**src/rtl/muldiv_pkg.sv**
```systemverilog
`default_nettype none
// ---------------------------------------------------------------------------
// muldiv_pkg : op encodings, FSM states and operand-signedness helpers. Rev 1.0
// ---------------------------------------------------------------------------
package muldiv_pkg;

  localparam logic [2:0] OP_MUL    = 3'b000;
  localparam logic [2:0] OP_MULH   = 3'b001;
  localparam logic [2:0] OP_MULHSU = 3'b010;
  localparam logic [2:0] OP_MULHU  = 3'b011;
  localparam logic [2:0] OP_DIV    = 3'b100;
  localparam logic [2:0] OP_DIVU   = 3'b101;
  localparam logic [2:0] OP_REM    = 3'b110;
  localparam logic [2:0] OP_REMU   = 3'b111;

  typedef enum logic [1:0] {
    S_IDLE = 2'd0,
    S_CALC = 2'd1,
    S_FIX  = 2'd2,
    S_DONE = 2'd3
  } state_e;

  function automatic logic is_div(input logic [2:0] op);
    return op[2];
  endfunction

  function automatic logic is_rem(input logic [2:0] op);
    return op[2] & op[1];
  endfunction

  function automatic logic a_signed(input logic [2:0] op);
    return (op == OP_MULH) || (op == OP_MULHSU) || (op == OP_DIV) || (op == OP_REM);
  endfunction

  function automatic logic b_signed(input logic [2:0] op);
    return (op == OP_MULH) || (op == OP_DIV) || (op == OP_REM);
  endfunction

endpackage
`default_nettype wire

```
**src/rtl/muldiv_sign_ctl.sv**
```systemverilog
`default_nettype none
// ---------------------------------------------------------------------------
// muldiv_sign_ctl : operand magnitude/sign extraction and final result
// sign-correction/select (combinational). Rev 1.0
// ---------------------------------------------------------------------------
module muldiv_sign_ctl
  import muldiv_pkg::*;
#(
  parameter int XLEN = 32
) (
  input  logic [2:0]        op_i,
  input  logic [XLEN-1:0]   a_i,
  input  logic [XLEN-1:0]   b_i,
  output logic [XLEN-1:0]   abs_a_o,
  output logic [XLEN-1:0]   abs_b_o,
  output logic              neg_res_o,
  output logic              b_zero_o,
  input  logic [2:0]        fop_i,
  input  logic [2*XLEN-1:0] acc_i,
  input  logic              fneg_i,
  input  logic              fbzero_i,
  input  logic [XLEN-1:0]   fa_i,
  output logic [XLEN-1:0]   res_o
);

  logic              sa, sb;
  logic [2*XLEN-1:0] prod;
  logic [XLEN-1:0]   hi, lo;

  always_comb begin
    sa        = a_signed(op_i) & a_i[XLEN-1];
    sb        = b_signed(op_i) & b_i[XLEN-1];
    abs_a_o   = sa ? -a_i : a_i;
    abs_b_o   = sb ? -b_i : b_i;
    // Remainder takes the dividend's sign; quotient and product the XOR.
    neg_res_o = is_rem(op_i) ? sa : (sa ^ sb);
    b_zero_o  = (b_i == '0);
  end

  always_comb begin
    prod = fneg_i ? -acc_i : acc_i;
    hi   = acc_i[2*XLEN-1:XLEN];
    lo   = acc_i[XLEN-1:0];
    if (!is_div(fop_i)) begin
      res_o = (fop_i == OP_MUL) ? prod[XLEN-1:0] : prod[2*XLEN-1:XLEN];
    end else if (is_rem(fop_i)) begin
      res_o = fbzero_i ? fa_i : (fneg_i ? -hi : hi);
    end else begin
      res_o = fbzero_i ? '1 : (fneg_i ? -lo : lo);
    end
  end

endmodule
`default_nettype wire

```
**src/rtl/iterative_muldiv_unit.sv**
```systemverilog
`default_nettype none
// ---------------------------------------------------------------------------
// iterative_muldiv_unit : multi-cycle shift-add multiplier / restoring divider
// for the RV32M-style op set, one iteration per cycle. Rev 1.0
// ---------------------------------------------------------------------------
module iterative_muldiv_unit
  import muldiv_pkg::*;
#(
  parameter int XLEN = 32
) (
  input  logic            clk,
  input  logic            reset,
  input  logic            start,
  input  logic [2:0]      op,
  input  logic [XLEN-1:0] a,
  input  logic [XLEN-1:0] b,
  input  logic            flush,
  output logic            ready,
  output logic            busy,
  output logic            done,
  output logic [XLEN-1:0] result
);

  localparam int CNT_W = $clog2(XLEN);

  state_e            state_q, state_d;
  logic [CNT_W-1:0]  cnt_q;
  logic [2:0]        op_q;
  logic [2*XLEN-1:0] acc_q, acc_d;
  logic [XLEN-1:0]   opnd_q, a_q, result_q;
  logic              neg_q, bzero_q;

  logic [XLEN-1:0]   abs_a, abs_b, fix_res, div_diff;
  logic [XLEN:0]     mul_sum, div_shift;
  logic              neg_res, b_zero, div_ge, accept;

  muldiv_sign_ctl #(.XLEN(XLEN)) u_sign_ctl (
    .op_i      (op),
    .a_i       (a),
    .b_i       (b),
    .abs_a_o   (abs_a),
    .abs_b_o   (abs_b),
    .neg_res_o (neg_res),
    .b_zero_o  (b_zero),
    .fop_i     (op_q),
    .acc_i     (acc_q),
    .fneg_i    (neg_q),
    .fbzero_i  (bzero_q),
    .fa_i      (a_q),
    .res_o     (fix_res)
  );

  always_ff @(posedge clk or posedge reset) begin
    if (reset) state_q <= S_IDLE;
    else       state_q <= state_d;
  end

  always_comb begin
    state_d = state_q;
    accept  = 1'b0;
    case (state_q)
      S_IDLE, S_DONE: begin
        state_d = S_IDLE;
        if (start && !flush) begin
          state_d = S_CALC;
          accept  = 1'b1;
        end
      end
      S_CALC: begin
        if (flush)                              state_d = S_IDLE;
        else if (cnt_q == CNT_W'(XLEN - 1))     state_d = S_FIX;
      end
      S_FIX:   state_d = flush ? S_IDLE : S_DONE;
      default: state_d = S_IDLE;
    endcase
  end

  // acc holds {partial product hi, multiplier} or {partial remainder, quotient}.
  always_comb begin
    mul_sum   = {1'b0, acc_q[2*XLEN-1:XLEN]} + (acc_q[0] ? {1'b0, opnd_q} : '0);
    div_shift = acc_q[2*XLEN-1:XLEN-1];
    div_ge    = (div_shift >= {1'b0, opnd_q});
    div_diff  = div_shift[XLEN-1:0] - opnd_q;
    if (is_div(op_q))
      acc_d = {(div_ge ? div_diff : div_shift[XLEN-1:0]), acc_q[XLEN-2:0], div_ge};
    else
      acc_d = {mul_sum, acc_q[XLEN-1:1]};
  end

  always_ff @(posedge clk or posedge reset) begin
    if (reset) begin
      cnt_q    <= '0;
      op_q     <= '0;
      acc_q    <= '0;
      opnd_q   <= '0;
      a_q      <= '0;
      neg_q    <= 1'b0;
      bzero_q  <= 1'b0;
      result_q <= '0;
    end else begin
      if (accept) begin
        op_q    <= op;
        acc_q   <= {{XLEN{1'b0}}, (is_div(op) ? abs_a : abs_b)};
        opnd_q  <= is_div(op) ? abs_b : abs_a;
        a_q     <= a;
        neg_q   <= neg_res;
        bzero_q <= b_zero;
        cnt_q   <= '0;
      end else if (state_q == S_CALC) begin
        acc_q <= acc_d;
        cnt_q <= cnt_q + CNT_W'(1);
      end
      if (state_q == S_FIX && !flush) result_q <= fix_res;
    end
  end

  assign ready  = (state_q == S_IDLE) || (state_q == S_DONE);
  assign busy   = (state_q == S_CALC) || (state_q == S_FIX);
  assign done   = (state_q == S_DONE);
  assign result = result_q;

endmodule
`default_nettype wire

```
**config.mk**
```make
export PLATFORM = sky130hd
export DESIGN_NAME = iterative_muldiv_unit
export DESIGN_NICKNAME = d
export VERILOG_FILES = /design/src/rtl/muldiv_pkg.sv /design/src/rtl/muldiv_sign_ctl.sv /design/src/rtl/iterative_muldiv_unit.sv
export SDC_FILE = /design/constraint.sdc
export NUM_CORES = 1
export LEC_CHECK = 0
export BUFFER_PORTS_ARGS = -buffer_cell sky130_fd_sc_hd__buf_2
export CELL_PAD_IN_SITES_DETAIL_PLACEMENT = 0
export CELL_PAD_IN_SITES_GLOBAL_PLACEMENT = 2
export CORE_ASPECT_RATIO = 0.75
export CORE_MARGIN = 1.5
export CORE_UTILIZATION = 33
export DETAILED_ROUTE_END_ITERATION = 16
export HOLD_SLACK_MARGIN = 0.08
export PLACE_DENSITY_LB_ADDON = 0.12
export SYNTH_ARGS = -nofsm -noshare
export SYNTH_HDL_FRONTEND = slang
export SYNTH_SLANG_ARGS = --single-unit
```
**constraint.sdc**
```tcl
create_clock -name clk -period 4.8 [get_ports clk]
set_clock_uncertainty 0.2 [all_clocks]
set_input_delay 0.24 -clock clk [delete_from_list [all_inputs] [get_ports clk]]
set_output_delay 0.24 -clock clk [all_outputs]
set_load 0.02 [all_outputs]
```
==> key figures <==
Route
  • Mean number of vias per cell: 5.63
  • ANT nets after route: 0
  • Drt first-iter violations: 1593
  • DRC viols: 0
  • Detail-routed net length per standard cell: 23.6 µm
  • Vias: 16200
  • Aggregate routed wire length: 67900 µm
  • 1st-pass router iterations: 5

Min path
  • Min-delay worst type: in -> reg

Timing
  • Hold Violations, Final: 0
  • Tightest Pin Transition: 1.13 ns
  • Final min period: 4.48 ns
  • Number of setup violations in the final report: 0
  • Final sum of negative setup slack: 0 ns
  • Crit share post-route: 93.4%
  • Peak Freq: 223 MHz
  • Setup repair after global routing missed its margin: false
  • Worst-case headroom to the max-slew limit: 23.8%
  • Worst Hold Margin: 0.116 ns
  • Number of max-slew violations in the final report: 0

Synth
  • Total of flip-flops plus latches after synthesis: 172
  • Synthesized area per cell: 7.50 µm²
  • Leading register cell type out of synthesis: dfrtp_1
  • Share of the yosys chip area belonging to registers: 26.8%
  • Number of synthesized flops with an enable pin: 0
  • Syn_nets: roughly 2300
  • Total standard cell area after synthesis: 0.0161 mm²
  • Async SR Flop Fraction: 100%
  • Number of instances in the synthesized netlist: 2141
  • Yosys warning total: 0
  • Number of library cell types mapped by synthesis: a little over 80

Place
  • Area post-placement: 0.0173 mm²
  • Number of port buffers: roughly 110
  • Final HPWL from detailed placement: 53000 µm
  • Placed instance count: 2789
  • Final Wtd Congestion: 0.913

Setup path
  • Highest net fanout along the worst path: 16
  • Startpoint type of the worst setup path: register
  • Arrival time worst endpoint: 4.63 ns
  • Data required time of the critical path: between 4 and 5 ns
  • Category of the critical setup timing path: reg -> reg
  • Element type at the critical path end: register

Final layout
  • Final std cells w/o fill: 2874
  • Area growth from synthesis to layout: 14.9%
  • Share of layout cells above drive strength 1: 10.9%
  • Count of fill cells added during filler insertion: ~5100
  • Commonest non-fill, non-tap cells in the layout: nand2_1, o21ai_0, nor2_1, a21oi_1, dfrtp_1
  • Cell area after layout: 0.0185 mm²
  • Antenna diode count: 0
  • Leading cell type in the layout, fill and taps excluded: nand2_1
  • Final layout net count: 2368

Flow run
  • Max Cap Viol: 0

Power
  • Leakage power: 7.96 nW
  • Overall power: 10.1 mW
  • Worst vdd ir: 0.000340 V
  • PwrDens: 549 mW/mm²

Global route
  • Wire length of the first global-routing pass: around 100000 µm
  • Pin count of the biggest net entering global routing: 92
  • Via count of the first global-routing pass: 15100
  • GRT Overall Usage: 26.8%
  • Overflow left after global routing: 0
  • Number of antenna violations at the first check in global routing: 0

CTS
  • TritonCTS buffer count: 17
  • Resized Gates After CTS: 0
  • CTS tree: yes
  • Clk Latency, worst-skew pair: 0.47 ns
  • Clock Root Buffer: clkbuf_16
  • Clock transition at the register clock pins on the worst setup and hold paths after CTS: roughly 0.08 ns
  • Htree depth: 4
  • Maximum clock insertion buffer count: 2
  • Number of clock sinks seen by CTS: 172

Die
  • Initial Util: 33.6%
  • Vertical extent of the die: about 190 µm
  • Die boundary width: 258 µm
  • Floorplan die area: 0.0500 mm²
  • CORE AREA: 0.0477 mm²
  • Site row count: between 60 and 70
  • Number of ports placed on the die boundary: 106

Status
  • Status: complete, no violations
## final cells by class
type / count / area [µm²] / area share (%)
Clock inverter: 15 / 190 / 1.03
Multi-Input combinational cell: 1742 / 10900 / 59.1
Tap cell: 639 / 800 / 4.33
Clock buffer: 17 / 425 / 2.30
Sequential cell: 172 / 4310 / 23.4
Timing Repair Buffer: 219 / 1550 / 8.41
Inverter: 70 / 267 / 1.44
## repair_timing
item | in CTS | in global routing
setup buffers | 0 | 0
hold buffers | 53 | 0
hold endpoints to repair | 106 | 0
## cells in the mapped netlist (4+ instances only)
cell,n,area share [%]
nor3_1,30,0.93
nor2b_1,13,0.51
ha_1,73,5.7
o21ai_1,9,0.28
dfrtp_1,172,27
a221oi_1,10,0.55
and2_1,12,0.47
o2111ai_1,4,0.22
nand2_1,326,7.6
a31oi_1,17,0.66
a21oi_1,169,5.3
buf_2,4,0.12
mux2_2,13,0.91
xnor2_1,111,6.1
o31ai_1,35,1.6
nor4_1,15,0.58
o21a_1,9,0.42
nand3b_1,6,0.28
nand2b_1,23,0.90
nor3b_1,7,0.33
o22ai_1,8,0.31
a211oi_1,24,1.1
xor2_1,96,5.2
a21boi_0,5,0.23
nand4_1,18,0.70
and3_1,8,0.31
o21ai_0,222,6.9
inv_1,70,1.6
o311ai_0,4,0.22
nand3_1,20,0.62
o211ai_1,58,2.7
or3_1,11,0.43
mux2i_1,53,3.3
clkbuf_1,132,3.1
o21bai_1,8,0.37
buf_1,17,0.40
or2_2,11,0.43
nor2_1,186,4.3
o221ai_1,16,0.87
o41ai_1,13,0.71
or4_1,8,0.37
a21o_1,25,1.2
## state kept, by name, summed over array words and instances, names as in the netlist
register,count
neg_q,1
op_q,3
a_q,32
cnt_q,5
acc_q,64
bzero_q,1
state_q,2
opnd_q,32
result,32
## metal layers
metal	share of wire [%]	vias up	wire length, µm	global-route usage [%]
met5	0	-	0	0
met4	2.3	0	1580	7.08
met3	7.0	58	4730	5.92
met2	41	474	27900	37.7
met1	50	7866	33700	40.6
li1	-	7772	-	-
## critical path: stages (launching register included)
cell      delay, ns
dfrtp_1        0.46
inv_1          0.48
ha_1           0.28
nor3b_1        0.43
nand3_1        0.13
buf_4          0.19
or4_4          0.54
or4_4          0.57
o21ai_2        0.30
nand2_1        0.13
nor3_1         0.25
a211oi_1       0.10
a21oi_1        0.20
o21ai_1        0.08
## through the flow
stage                     util (%)  setup WS [ns]
after global placement        36.3          0.336
after global routing          38.7        0.00841
after CTS                     38.7          0.292
after detailed placement      36.3          0.317
final                         38.7          0.317
after floorplan                  -           1.19
## final timing paths
check / endpoint / from / cells after the start / slack (ns)
setup / recovery: result[26] / acc_q[0] / 13 / 0.32
hold / removal: acc_q[8] / b[8] / 5 / 0.12
setup reg to reg: result[26] / acc_q[0] / 13 / 0.32
hold reg to reg: result[15] / result[15] / 2 / 0.28
max in group asynchronous: cnt_q[3] / reset / 4 / 2.88
min in group asynchronous: acc_q[3] / reset / 3 / 0.37
## power by group
group,leakage [nW],internal [mW],switching [mW]
Clock,0.296,0.756,0.755
Combinational,5.49,2.40,3.86
Sequential,2.18,1.80,0.559
Total,7.96,4.96,5.17
## kinds of logic after synthesis
group	after synthesis	share of synthesized area, %
simple gates	717	20.2
mux	66	4.21
compound gates	677	26.1
fa+ha+maj	75	5.94
xor+xnor	207	11.3
buf+inv	227	5.46
flops	172	26.8
No activity file was read; power rests on OpenSTA's default activity.
